==> src/rtl/cpu_types_pkg.sv <==
// Shared CPU pipeline types: the MEM/WB payload bundle and elastic-register occupancy.
package cpu_types_pkg;

  typedef struct packed {
    logic [31:0] pc_inc;
    logic [31:0] result;
    logic [4:0]  rw;
    logic        write_reg;
    logic        mem_to_reg;
    logic [1:0]  rwd_sel;
    logic [5:0]  opcode;
  } memwb_payload_t;

  typedef enum logic [1:0] {
    OCC_EMPTY,
    OCC_ONE,
    OCC_TWO
  } memwb_occ_t;

  localparam int MEMWB_PAYLOAD_W = $bits(memwb_payload_t);

endpackage

==> src/rtl/memwb_slot.sv <==
// One MEM/WB entry: valid, pending-load flag, payload and load data.
// Priority is reset, clear, load, then late data fill of a pending load.
module memwb_slot #(
  parameter int DATA_W    = 32,
  parameter int PAYLOAD_W = 79
) (
  input  logic                 clk,
  input  logic                 rst,
  input  logic                 clear,
  input  logic                 load,
  input  logic [PAYLOAD_W-1:0] ld_payload,
  input  logic [DATA_W-1:0]    ld_data,
  input  logic                 ld_pend,
  input  logic                 fill,
  input  logic [DATA_W-1:0]    fill_data,
  output logic                 valid,
  output logic                 pend,
  output logic [PAYLOAD_W-1:0] payload,
  output logic [DATA_W-1:0]    data
);

  always_ff @(posedge clk) begin
    if (rst) begin
      valid   <= 1'b0;
      pend    <= 1'b0;
      payload <= '0;
      data    <= '0;
    end else if (clear) begin
      valid <= 1'b0;
      pend  <= 1'b0;
    end else if (load) begin
      valid   <= 1'b1;
      pend    <= ld_pend;
      payload <= ld_payload;
      data    <= ld_data;
    end else if (fill && valid && pend) begin
      pend <= 1'b0;
      data <= fill_data;
    end
  end

endmodule

==> src/rtl/mem_wb_elastic_reg.sv <==
// Elastic valid/ready MEM/WB register with late load-data capture and flush.
// MEMWB_SKID_EN adds a skid entry and a fully registered in_ready.
module mem_wb_elastic_reg
  import cpu_types_pkg::*;
#(
  parameter int DATA_W    = 32,
  parameter int PAYLOAD_W = MEMWB_PAYLOAD_W
) (
  input  logic                 CLK,
  input  logic                 RST,
  input  logic                 flush,
  input  logic                 in_valid,
  output logic                 in_ready,
  input  logic [PAYLOAD_W-1:0] in_payload,
  input  logic                 in_is_load,
  input  logic                 dhit,
  input  logic [DATA_W-1:0]    dmemload,
  output logic                 out_valid,
  input  logic                 out_ready,
  output logic [PAYLOAD_W-1:0] out_payload,
  output logic [DATA_W-1:0]    out_dmemload
);

  logic                 acc, pop, fill_now;
  logic                 n_pend;
  logic [DATA_W-1:0]    n_data;
  logic                 h_valid, h_pend, h_clear, h_load, h_ld_pend;
  logic [PAYLOAD_W-1:0] h_ld_payload;
  logic [DATA_W-1:0]    h_ld_data;

  assign out_valid = h_valid & ~h_pend;
  assign pop       = out_valid & out_ready;
  assign acc       = in_valid & in_ready;
  // A dhit in an accept cycle belongs to the accepted load, never to a held entry.
  assign fill_now  = dhit & ~acc;
  assign n_pend    = in_is_load & ~dhit;
  assign n_data    = (in_is_load & dhit) ? dmemload : '0;

`ifdef MEMWB_SKID_EN
  logic                 s_valid, s_pend, s_clear, s_load;
  logic [PAYLOAD_W-1:0] s_payload;
  logic [DATA_W-1:0]    s_data;
  logic                 s_mv_pend;
  logic [DATA_W-1:0]    s_mv_data;
  logic [1:0]           cnt_nxt;
  logic                 pend_nxt;
  logic                 ready_r;
  memwb_occ_t           occ_nxt;

  // Skid entry promoted to head picks up a fill arriving in the same cycle.
  assign s_mv_pend = s_pend & ~fill_now;
  assign s_mv_data = (s_pend & fill_now) ? dmemload : s_data;

  assign h_load  = (pop & (s_valid | acc)) | (~h_valid & acc);
  assign h_clear = flush | (pop & ~s_valid & ~acc);
  assign s_load  = acc & h_valid & (~pop | s_valid);
  assign s_clear = flush | (pop & ~s_load);

  always_comb begin
    h_ld_payload = in_payload;
    h_ld_data    = n_data;
    h_ld_pend    = n_pend;
    if (pop && s_valid) begin
      h_ld_payload = s_payload;
      h_ld_data    = s_mv_data;
      h_ld_pend    = s_mv_pend;
    end
  end

  always_comb begin
    cnt_nxt  = {1'b0, h_valid} + {1'b0, s_valid} + {1'b0, acc} - {1'b0, pop};
    pend_nxt = ~flush & (((h_pend | s_pend) & ~fill_now) | (acc & n_pend));
    occ_nxt  = OCC_EMPTY;
    if (!flush) begin
      case (cnt_nxt)
        2'd1:    occ_nxt = OCC_ONE;
        2'd2:    occ_nxt = OCC_TWO;
        default: occ_nxt = OCC_EMPTY;
      endcase
    end
  end

  always_ff @(posedge CLK) begin
    if (RST) ready_r <= 1'b1;
    else     ready_r <= (occ_nxt != OCC_TWO) & ~pend_nxt;
  end

  // The flop holds the post-reset value; RST masks it while asserted.
  assign in_ready = ready_r & ~RST;

  memwb_slot #(.DATA_W(DATA_W), .PAYLOAD_W(PAYLOAD_W)) u_skid (
    .clk        (CLK),
    .rst        (RST),
    .clear      (s_clear),
    .load       (s_load),
    .ld_payload (in_payload),
    .ld_data    (n_data),
    .ld_pend    (n_pend),
    .fill       (fill_now),
    .fill_data  (dmemload),
    .valid      (s_valid),
    .pend       (s_pend),
    .payload    (s_payload),
    .data       (s_data)
  );
`else
  assign h_load       = acc;
  assign h_clear      = flush | (pop & ~acc);
  assign h_ld_payload = in_payload;
  assign h_ld_data    = n_data;
  assign h_ld_pend    = n_pend;
  assign in_ready     = ~RST & (~h_valid | pop);
`endif

  memwb_slot #(.DATA_W(DATA_W), .PAYLOAD_W(PAYLOAD_W)) u_head (
    .clk        (CLK),
    .rst        (RST),
    .clear      (h_clear),
    .load       (h_load),
    .ld_payload (h_ld_payload),
    .ld_data    (h_ld_data),
    .ld_pend    (h_ld_pend),
    .fill       (fill_now),
    .fill_data  (dmemload),
    .valid      (h_valid),
    .pend       (h_pend),
    .payload    (out_payload),
    .data       (out_dmemload)
  );

endmodule

==> config.mk <==
export PLATFORM = sky130hd
export DESIGN_NAME = mem_wb_elastic_reg
export DESIGN_NICKNAME = d
export VERILOG_FILES = /design/src/rtl/cpu_types_pkg.sv /design/src/rtl/memwb_slot.sv /design/src/rtl/mem_wb_elastic_reg.sv
export SDC_FILE = /design/constraint.sdc
export NUM_CORES = 1
export LEC_CHECK = 0
export CAP_MARGIN = 10
export CELL_PAD_IN_SITES_DETAIL_PLACEMENT = 1
export CELL_PAD_IN_SITES_GLOBAL_PLACEMENT = 1
export CORE_ASPECT_RATIO = 1.75
export CORE_MARGIN = 5
export CORE_UTILIZATION = 24
export CTS_BUF_LIST = sky130_fd_sc_hd__clkbuf_8 sky130_fd_sc_hd__clkbuf_16
export CTS_CLUSTER_SIZE = 40
export DETAILED_ROUTE_END_ITERATION = 7
export GPL_ROUTABILITY_DRIVEN = 0
export PLACE_DENSITY = 0.76
export SLEW_MARGIN = 10
export SYNTH_ARGS = -nofsm -noshare
export SYNTH_HDL_FRONTEND = slang
export SYNTH_SLANG_ARGS = --single-unit
export TNS_END_PERCENT = 5
==> constraint.sdc <==
create_clock -name CLK -period 1.25 [get_ports CLK]
set_input_delay 0.1875 -clock CLK [delete_from_list [all_inputs] [get_ports CLK]]
set_output_delay 0.1875 -clock CLK [all_outputs]
set_load 0.01 [all_outputs]
After elaboration in Yosys (flattened, before gate mapping)

Index checks and enable logic that the tools add are counted.

Mux-type cells: 5
Bitwise logic cells: 16
Reduce and logical (&&, ||, !) cells: 6

Operators with widths:

| cell              | count |
|---|---|
| $mux 32           | 3 |
| $and 1x1->1       | 8 |
| $not 1->1         | 6 |
| $reduce_and 2->1  | 2 |
| $logic_and 1x1->1 | 2 |
| $mux 1            | 2 |
| $or 1x1->1        | 2 |
| $reduce_bool 2->1 | 1 |
| $reduce_or 2->1   | 1 |

Register bits after elaboration: 113
Bits of input ports: 118
Output and inout port bits: 113
Logic and storage cells: 31

Logic depth before layout (Yosys ltp)

Gate-level depths: netlist of the first run.

Word-level depth: 12
Mapped depth: 7
Depth with buffers taken out: 4

Hierarchy

From an unflattened synthesis of the first run, not the netlist that was laid out.

Cells, all modules: 583
Area total of the unflattened synthesis: 4,730.8 um^2

By module, submodules not included:

| module             | instances | cells an instance | area each (um^2) | sequential area each (um^2) |
|---|---|---|---|---|
| memwb_slot         | 1         | 537               | 4,450.5          | 2,262.2 |
| mem_wb_elastic_reg | 1         | 46                | 280.3            | 0.0 |

Worst setup path after synthesis of the first run

OpenSTA, ideal clock, no wires.

Path kind: reg-to-reg
Start: reg u_head.pend
End: reg u_head.data[5]
Library setup time: 138 ps
Arrival: 1,202 ps
Data required time: 1,112 ps
Setup slack: -90 ps
Stages on the path, launching flop included: 6
Path buffers: 1
Period minus slack after synthesis: 1,340 ps
Cell sequence: dfxtp_1 nand2b_1 a221o_1 buf_4 o211ai_1 a21oi_1

Longest elaborated chain between the ends: 12
Elaborated cells between the ends (all ways): 16
Classes of those cells: mux (1); bitwise (11); reduce/logical (4)

RTL lines:

| item                               | line                                                | text |
|---|---|---|
| from (decl)                        | memwb_slot.sv:17                                    | `output logic pend,` |
| from (signal assigned)             | memwb_slot.sv:33                                    | `pend <= ld_pend;` |
| $not 1->1                          | mem_wb_elastic_reg.sv:31                            | `assign out_valid = h_valid & ~h_pend;` |
| $and 1x1->1                        | mem_wb_elastic_reg.sv:31                            |  |
| $and 1x1->1                        | mem_wb_elastic_reg.sv:32                            | `assign pop = out_valid & out_ready;` |
| $or 1x1->1                         | mem_wb_elastic_reg.sv:112                           | `assign in_ready = ~RST & (~h_valid \| pop);` |
| $and 1x1->1                        | mem_wb_elastic_reg.sv:112                           |  |
| $and 1x1->1                        | mem_wb_elastic_reg.sv:33                            | `assign acc = in_valid & in_ready;` |
| $not 1->1                          | mem_wb_elastic_reg.sv:35, mem_wb_elastic_reg.sv:108 |  |
| $and 1x1->1                        | mem_wb_elastic_reg.sv:35                            | `assign fill_now = dhit & ~acc;` |
| $logic_and 1x1->1 (2 in a row)     | memwb_slot.sv:36                                    | `end else if (fill && valid && pend) begin` |
| $reduce_bool 2->1 (no source line) | --                                                  |  |
| $reduce_and 2->1 (no source line)  | --                                                  |  |
| to (signal assigned)               | memwb_slot.sv:35                                    | `data <= ld_data;` |
| to (signal assigned)               | memwb_slot.sv:38                                    | `data <= fill_data;` |
| to (decl)                          | memwb_slot.sv:19                                    | `output logic [DATA_W-1:0] data` |

Several ways; a longest one is shown, not always the timed one.
A chain may end at the register's enable or synchronous reset.

Worst setup path in the final report of the first run

Start: reg u_head.valid
End: reg u_head.payload[41]

Longest elaborated chain between the ends: 10
Elaborated cells between the ends (all ways): 11
Classes of those cells: bitwise (10); reduce/logical (1)

RTL lines:

| item                                | line                      | text |
|---|---|---|
| from (decl)                         | memwb_slot.sv:16          | `output logic valid,` |
| from (signal assigned)              | memwb_slot.sv:24          | `valid <= 1'b0;` |
| from (signal assigned)              | memwb_slot.sv:29          | `valid <= 1'b0;` |
| from (signal assigned)              | memwb_slot.sv:32          | `valid <= 1'b1;` |
| $and 1x1->1                         | mem_wb_elastic_reg.sv:31  |  |
| $and 1x1->1                         | mem_wb_elastic_reg.sv:32  |  |
| $or 1x1->1                          | mem_wb_elastic_reg.sv:112 |  |
| $and 1x1->1                         | mem_wb_elastic_reg.sv:112 |  |
| $and 1x1->1                         | mem_wb_elastic_reg.sv:33  |  |
| $not 1->1                           | mem_wb_elastic_reg.sv:108 | `assign h_clear = flush \| (pop & ~acc);` |
| $and 1x1->1                         | mem_wb_elastic_reg.sv:108 |  |
| $or 1x1->1                          | mem_wb_elastic_reg.sv:108 |  |
| $not 1->1 (no source line)          | --                        |  |
| $reduce_and 2->1 (no source line) * | --                        |  |
| to (signal assigned)                | memwb_slot.sv:34          | `payload <= ld_payload;` |
| to (decl)                           | memwb_slot.sv:18          | `output logic [PAYLOAD_W-1:0] payload,` |

Every way passes the cells marked *; elsewhere a longest branch is shown, timed or not.

==> metrics.yaml, run 1 <==
p_per_area_nw_per_um2: 1296
power.ir.vdd_worst_uv: 721.6
stdcell_area_um2: 7575
design.die.area_um2: 20690
routedWlPerCell_um: 17.71
worstSkewPairLatency_ps: 410
synth_area_um2: 4275
grt_start_max_net_pins: 63
drc: 0
cts_max_path_buffers: 2
grt_antenna_before_repair: 1
outcome: "finished, violations left"
cts_tree: "done"
seq_area_frac_synth_pct: 52.91
dpl.hpwl_mm: 12.26
drive_above_1_share_pct: 14.25
detail_routed_via_count_per_cell: 4.606
critPathArrivalTime_ps: 1710
dpl-instance-area_um2: 6955
hold_ws_ps: 147.8
clk_root_buffer_cell: "clkbuf_16"
port_buffers: 230
detail_route.first_pass.iterations: 4
drt-initial-drc-count: 154
synth.cells.most_frequent: "nand2_1 (159), dfxtp_1 (113), a21oi_1 (106), nand3_1 (32), o211ai_1 (22)"
critical_path.startpoint_type: "register"
synth_top_cell_by_area: "dfxtp_1"
maxCapViolations: 0
syn_area_per_cell_um2: 8.383
worst_slew_pin_slew_ps: 717.6
io_pins: 231
timing.max_slew.rel_slack_pct: 52.16
crit_path_max_fanout: 17
route.antenna.remaining_nets: 0
timing.critical_path.to_type: "register"
number_of_pins_with_negative_max_slew_slack_in_the_final_report: 0
fillers: 2024
sinks_on_the_clock_net: 113
core_area_um2: 17540
setup_repair_after_global_routing_missed_its_margin: "yes"
crit_chain: "buf_6, a21boi_4, buf_12, buf_12, nand2_1, a21oi_2"
globalRoute.totalOverflow: 0
post-route-util_pct: 43.19
area_growth_pct: 77.17
critical-path-top-cell-by-count: "buf_12"
yosysMostFrequentCell: "nand2_1"
synth_edf_count: 0
synth_ff_type: "dfxtp_1"
timing.hold.worst.class: "input pin to register"
worst_slack_ps: -137.1
synthDistinctLibCells: 22
first_global_vias: 4788
htreeDepth: 4
ys_async_sr_fraction_pct: 0
layout_worst_path_cycle_share_pct: 111.0
initial_core_util_pct: 24.38
dp_slack_ps: -633.6
grt_first_pass_wirelength_mm: 26.38
clock_skews_ps: 10.08
place_inst: 948
fp.dieH_um: 186.6
worstSetupPathType: "register to register"
post-route-min-period_ps: 1387
finish.net_count: 857
die_width_um: 110.9
ys_seq_elements: 113
synth_area_leaders: "dfxtp_1 (53%), nand2_1 (14%), a21oi_1 (12%), o211ai_1 (3.9%), nand3_1 (3.7%)"
cts_inserted_buffers: 17
syn-instance-count: 510
violated_checks: "negative setup slack"
number_of_failing_setup_endpoints_in_the_final_timing_report: 113
synthesis.nets: 628
worstPathRequired_ps: 1570
report.final.hold_viol_count: 0
route.vias.total: 4528
fp-row-count: 64
clkTransAtPathRegs_ps: 60
max_freq_ghz: 0.7209
synth_top_area_share_pct: 52.91
ys_warnings: 0
critical_path_s_largest_stage_delay_ps: 370
drt-total-wl_mm: 17.41
non_filler_instances: 983
static-leakage-power_nw: 2.919
groute.usage.overall_pct: 16.13
crit_slowest_cell: "dfxtp_4"
reg2reg_slack_ps: -140
[path summary, 6_finish.rpt]
| path | from | endpoint | cells past startpoint |
|---|---|---|---|
| max | u_head.valid$_SDFFE_PP0N_ | u_head.payload[41]$_SDFFE_PP0P_ | 6 |
| min | in_valid | u_head.pend$_SDFFE_PP0P_ | 3 |
| max reg2reg | u_head.valid$_SDFFE_PP0N_ | u_head.payload[41]$_SDFFE_PP0P_ | 6 |
| min reg2reg | u_head.payload[34]$_SDFFE_PP0P_ | u_head.payload[34]$_SDFFE_PP0P_ | 2 |
[worst max-delay path: cells and delay by family (launching register included)]
kind                   cells  cell delay (ps)
AOI/OAI and AO/OA          2              370
buffers and inverters      3              480
DFF                        1              370
and+or+nand+nor            1               70
[logic make-up (layout without fill, tap and decap cells)]
logic type,after synthesis,after routing,synth area share (%)
simple gates,197,197,18.93
compound gates,151,151,22.01
flops,113,113,52.91
buf+inv,49,290,6.145
other cells,0,1,0
[area by class of cell]
class	count	area, um2	share of cell area, %
well taps	231	289.0	3.816
clock buffers	19	452.9	5.980
repair buffers	257	2591	34.21
inverters	2	7.507	0.09911
diodes	1	2.502	0.03304
multi-input cells	348	1822	24.05
flip-flops and latches	113	2267	29.93
clock inverters	12	142.6	1.883
[per-stage QoR]
stage / power, W / TNS (ps)
global placement: 0.004979 / -56840
floorplan: 0.004238 / -4183
finish: 0.009817 / -10840
global route: 0.01025 / -18420
CTS: 0.009946 / -12420
detailed placement: 0.004994 / -61870
[what timing repair did]
item	4_1_cts	5_1_grt
gates resized for setup	142	83
hold buffers	0	0
setup endpoints to repair	224	173
pin swaps	4	37
cloned	0	2
buffers inserted	0	1
[per-layer routing]
| layer | routed length (um) | global-route usage [%] |
|---|---|---|
| met1 | 6115 | 15.66 |
| met2 | 9850 | 30.80 |
| met3 | 931 | 4.441 |
| met4 | 510 | 7.776 |
| met5 | 0 | 0 |
[state kept, by name, summed over array words and instances, names as in the netlist]
| name | count |
|---|---|
| u_head.pend | 1 |
| u_head.data | 32 |
| u_head.valid | 1 |
| u_head.payload | 79 |
[power breakdown]
part	internal (W)	total (W)	switching [W]
clock	0.00320	0.00494	0.00174
combinational	0.000621	0.00111	0.000484
sequential	0.00372	0.00377	0.0000543
[layout by cell type (no fill, tap or decap), types with 10 or more instances in the layout]
master and instances:
dlygate4sd2_1 42, a21oi_1 98, nand2_1 159, buf_12 13
a21oi_2 16, o211ai_1 22, clkbuf_16 18, o211ai_2 10
dfxtp_1 111, nand3_1 32, buf_4 12, clkdlybuf4s50_1 114
clkbuf_2 13, clkdlybuf4s15_1 55
Power figures use the tool's default switching activity.
==> inputs of run 2 (changes only) <==
--- a/config.mk
+++ b/config.mk
@@ -20,4 +20,4 @@
 export SYNTH_ARGS = -nofsm -noshare
 export SYNTH_HDL_FRONTEND = slang
 export SYNTH_SLANG_ARGS = --single-unit
-export TNS_END_PERCENT = 5
+export TNS_END_PERCENT = 30
==> run 2 against run 1 <==
The flow still finishes with violations (negative setup slack); utilization rose by 1.6 points; register-to-register slack improved by 20 ps; critical path depth fell by 3; cell count rose by 1.9%; global-route usage barely moved; highest routed layer unchanged.
==> metrics.yaml, run 2 (same netlist as run 1, synthesis figures left out) <==
outcome: "finished, violations left"
violated_checks: "negative setup slack"
htreeDepth: 4
detail_routed_via_count_per_cell: 4.581
worst_slew_pin_slew_ps: 559.9
finish.net_count: 876
ctsHoldBuffers: 0
cts_max_path_buffers: 2
fp-row-count: 64
clkTransAtPathRegs_ps: 60
place_inst: 955
hold_ws_ps: 164.8
routedWlPerCell_um: 18.36
grt_first_pass_wirelength_mm: 26.34
dpl.hpwl_mm: 12.37
port_buffers: 230
sinks_on_the_clock_net: 113
fp.dieH_um: 186.6
commonest_cells_after_routing_fill_and_taps_aside: "nand2_1 (144), clkdlybuf4s50_1 (115), dfxtp_1 (111), a21oi_1 (101), dlygate4sd2_1 (53)"
post-route-util_pct: 44.81
route.antenna.remaining_nets: 0
power.ir.vdd_worst_uv: 715.7
worstPathRequired_ps: 1060
route.vias.total: 4590
drive_above_1_share_pct: 17.77
num_antenna_cells: 0
non_filler_instances: 1002
layout_worst_path_cycle_share_pct: 110.1
io_pins: 231
finalPower_w: 0.009860
static-leakage-power_nw: 3.098
worst_slack_ps: -126.4
clk_root_buffer_cell: "clkbuf_16"
grt_start_max_net_pins: 106
drt-initial-drc-count: 125
grt_antenna_before_repair: 0
detail_route.first_pass.iterations: 4
number_of_pins_with_negative_max_slew_slack_in_the_final_report: 0
timing.max_slew.rel_slack_pct: 62.67
fillers: 1983
report.final.hold_viol_count: 0
post-route-min-period_ps: 1376
initial_core_util_pct: 24.38
top_regs: "u_head.payload (79), u_head.data (32)"
area_growth_pct: 83.82
design.die.area_um2: 20690
dpl-instance-area_um2: 6995
die_width_um: 110.9
critical_path.startpoint_type: "register"
drt-total-wl_mm: 18.40
largest-register: "u_head.payload"
timing.critical_path.to_type: "output pin"
maxCapViolations: 0
setup_repair_after_global_routing_missed_its_margin: "yes"
timing.hold.worst.class: "input pin to register"
clock_skews_ps: 12.40
cts_tree: "done"
crit_path_max_fanout: 7
cts_inserted_buffers: 17
worstSkewPairLatency_ps: 400
max_freq_ghz: 0.7265
critPathArrivalTime_ps: 1190
stdcell_area_um2: 7859
worstSetupPathType: "register to output pin"
most_common_cell_after_layout_fill_and_taps_aside: "nand2_1"
groute.usage.overall_pct: 16.10
first_global_vias: 4787
number_of_failing_setup_endpoints_in_the_final_timing_report: 112
p_per_area_nw_per_um2: 1255
largest_register_ffs: 79
globalRoute.totalOverflow: 0
core_area_um2: 17540
drc: 0
[run 2: cell types whose count changed in the layout (fill, tap and decap cells not counted), moves of 5 or more]
cell / previous run / this run
nand2_2: 0 / 11
nand2_1: 159 / 144
clkbuf_16: 18 / 23
buf_4: 12 / 20
clkdlybuf4s15_1: 55 / 49
dlygate4sd2_1: 42 / 53
buf_6: 2 / 7
[run 2: cell type report]
type                            instances  area, um2  area share [%]
Inverter                                2      7.507         0.09553
Tap cell                              231      289.0           3.678
Timing Repair Buffer                  276       2833           36.05
Sequential cell                       113       2267           28.85
Clock buffer                           17      425.4           5.413
Multi-Input combinational cell        348       1867           23.75
Clock inverter                         15      170.2           2.165
[run 2: routing by layer]
layer  wire [um]  up-vias  global-route usage, %
met5           0        -                      0
met2       10660      150                  31.64
met3        1014       22                  4.635
li1            -     2234                      -
met4         481        0                  6.211
met1        6241     2184                  15.39
[run 2: worst paths after layout]
path | from | to | slack [ps] | cells past startpoint
worst min-delay path | RST | u_head.data[14]$_SDFFE_PP0P_ | 160 | 3
worst max-delay path | u_head.valid$_SDFFE_PP0N_ | in_ready | -130 | 3
worst max register to register | u_head.pend$_SDFFE_PP0P_ | u_head.data[21]$_SDFFE_PP0P_ | -120 | 5
worst min register to register | u_head.payload[20]$_SDFFE_PP0P_ | u_head.payload[20]$_SDFFE_PP0P_ | 450 | 2
[run 2: metrics by stage]
step | worst slack, ps | TNS (ps)
after global routing | -196.8 | -14930
after CTS | -221.7 | -7749
after global placement | -541.0 | -54720
after detailed placement | -608.3 | -58580
final | -126.4 | -8523
after floorplan | -57.91 | -1079
[run 2: critical path, stage by stage, from the launching register on]
cell	delay, ps
dfxtp_4	370
buf_4	140
a21oi_2	130
buf_2	150
[run 2: where the power goes]
group | internal [W] | switching, W | leakage, nW
combinational | 0.000676 | 0.000518 | 1.89
sequential | 0.00372 | 0.0000583 | 0.918
clock | 0.00312 | 0.00177 | 0.292
[run 2: what timing repair did]
action	in CTS	in global routing
hold endpoints to repair	0	0
buffers inserted	0	5
gates resized for setup	135	97
pin swaps	18	10
gates cloned	0	10
setup endpoints to repair	225	166
==> inputs of run 3 (changes only) <==
--- a/config.mk
+++ b/config.mk
@@ -15,7 +15,7 @@
 export CTS_CLUSTER_SIZE = 40
 export DETAILED_ROUTE_END_ITERATION = 7
 export GPL_ROUTABILITY_DRIVEN = 0
-export PLACE_DENSITY = 0.76
+export PLACE_DENSITY = 0.8
 export SLEW_MARGIN = 10
 export SYNTH_ARGS = -nofsm -noshare
 export SYNTH_HDL_FRONTEND = slang
==> run 3 against run 2 <==
The flow still finishes with violations (negative setup slack); sequential power about the same; via count up 0.92%; total power up 3.3%; non-clock buffer count down 2; critical path type is now register to register.
==> metrics.yaml, run 3 (same netlist as run 1, synthesis figures left out) <==
drt-total-wl_mm: 19.43
commonest_cells_after_routing_fill_and_taps_aside: "nand2_1 (150), clkdlybuf4s50_1 (116), dfxtp_1 (111), a21oi_1 (100), dlygate4sd2_1 (66)"
setup_repair_after_global_routing_missed_its_margin: "yes"
worstPathRequired_ps: 1500
detail_route.first_pass.iterations: 4
first_global_vias: 4634
crit_slowest_cell: "dfxtp_2"
crit_chain: "nand2b_4, buf_4, a21bo_4, buf_12, clkbuf_16, nand2_1, a21oi_1"
clkTransAtPathRegs_ps: 60
initial_core_util_pct: 24.38
final-seq-area_um2: 2267
dpl.hpwl_mm: 11.96
core_area_um2: 17540
crit_path_max_fanout: 8
timing.critical_path.to_type: "register"
hold_path_startpoint: "RST"
fp-row-count: 64
fillers: 2030
area_growth_pct: 84.61
maxCapViolations: 0
drive_above_1_share_pct: 16.78
cts_inserted_buffers: 17
clk_root_buffer_cell: "clkbuf_16"
timing.hold.worst.class: "input pin to register"
max_freq_ghz: 0.6845
crit-reg2reg-launch: "u_head.pend$_SDFFE_PP0P_"
p_per_area_nw_per_um2: 1291
power.ir.vdd_worst_uv: 692.6
drc: 0
critical_path_s_largest_stage_delay_ps: 320
globalRoute.totalOverflow: 0
design.die.area_um2: 20690
routedWlPerCell_um: 19.43
grt_first_pass_wirelength_mm: 26.59
finish.net_count: 874
worstSkewPairLatency_ps: 400
worst_setup_path_startpoint: "u_head.pend$_SDFFE_PP0P_"
outcome: "finished, violations left"
grt_start_max_net_pins: 65
grt_antenna_before_repair: 0
number_of_failing_setup_endpoints_in_the_final_timing_report: 113
clock_skews_ps: 9.194
sinks_on_the_clock_net: 113
detail_routed_via_count_per_cell: 4.632
top_regs: "u_head.payload (79), u_head.data (32)"
worst_slew_pin_slew_ps: 552.4
hold_ws_ps: 195.1
path_buf_inv: 3
post-route-min-period_ps: 1461
critPathArrivalTime_ps: 1710
static-leakage-power_nw: 3.147
violated_checks: "negative setup slack"
num_antenna_cells: 0
drt-initial-drc-count: 145
most_common_cell_after_layout_fill_and_taps_aside: "nand2_1"
number_of_pins_with_negative_max_slew_slack_in_the_final_report: 0
cell_family_with_most_cp_delay: "buffers and inverters"
stdcell_area_um2: 7893
worstSetupPathType: "register to register"
layout_worst_path_cycle_share_pct: 116.9
groute.usage.overall_pct: 16.03
multi_input_comb_area_um2: 1852
die_width_um: 110.9
route.vias.total: 4632
report.final.hold_viol_count: 0
route.antenna.remaining_nets: 0
worst_slack_ps: -210.9
timing.max_slew.rel_slack_pct: 63.17
cts_max_path_buffers: 2
dpl-instance-area_um2: 6918
port_buffers: 230
cts_tree: "done"
io_pins: 231
largest_register_ffs: 79
fp.dieH_um: 186.6
largest-register: "u_head.payload"
htreeDepth: 4
critical_path.startpoint_type: "register"
run 3: cell types whose count changed in the layout (fill, tap and decap cells not counted), moves of 3 or more:
cell,change
clkbuf_2,-4
clkdlybuf4s15_1,-11
dlygate4sd2_1,+13
nand2_1,+6
nand2_2,-3
nand2_4,-3
run 3: path summary, 6_finish.rpt:
check	endpoint	slack, ps	depth (start not counted)
worst min-delay path	u_head.payload[24]$_SDFFE_PP0P_	200	3
worst max-delay path	u_head.payload[10]$_SDFFE_PP0P_	-210	7
worst max register to register	u_head.payload[10]$_SDFFE_PP0P_	-210	7
worst min register to register	u_head.payload[36]$_SDFFE_PP0P_	450	2
run 3: cell type report:
cell class                      instances  share of cell area (%)
Timing Repair Buffer                  274                   36.11
Sequential cell                       113                   28.73
Multi-Input combinational cell        348                   23.46
Clock buffer                           18                   5.564
Tap cell                              231                   3.662
Clock inverter                         14                   2.378
Inverter                                2                 0.09512
run 3: layer usage:
layer | GRT usage (%) | wire length (um)
met5 | 0 | 0
met4 | 6.875 | 556
met3 | 3.566 | 906
met2 | 30.47 | 11140
met1 | 16.59 | 6827
run 3: what timing repair did:
item                       4_1_cts  5_1_grt
hold buffers                     0        0
setup endpoints to repair      224      152
buffers inserted                 1        6
gates cloned                     0       13
resized for setup              141       67
pin swaps                       33        4
run 3: tightest hold or removal path, stage by stage:
cell and delay, ps:
buf_4 130, buf_4 180, a21oi_1 50
run 3: where the power goes:
group	internal [W]	switching, W	total (W)
Combinational	0.000680	0.000533	0.00121
Clock	0.00339	0.00182	0.00521
Sequential	0.00371	0.0000560	0.00377
run 3: stage by stage:
stage	instances	setup TNS, ps	utilization, %	total power, W	setup slack, ps
floorplan	510	-1079	-	0.004240	-57.91
global placement	948	-55520	39.45	0.004967	-537.0
detailed placement	948	-61130	39.45	0.004985	-603.8
CTS	981	-14270	42.54	0.01018	-198.2
global route	1000	-24040	45.01	0.01061	-263.9
finish	1000	-18150	45.01	0.01019	-210.9
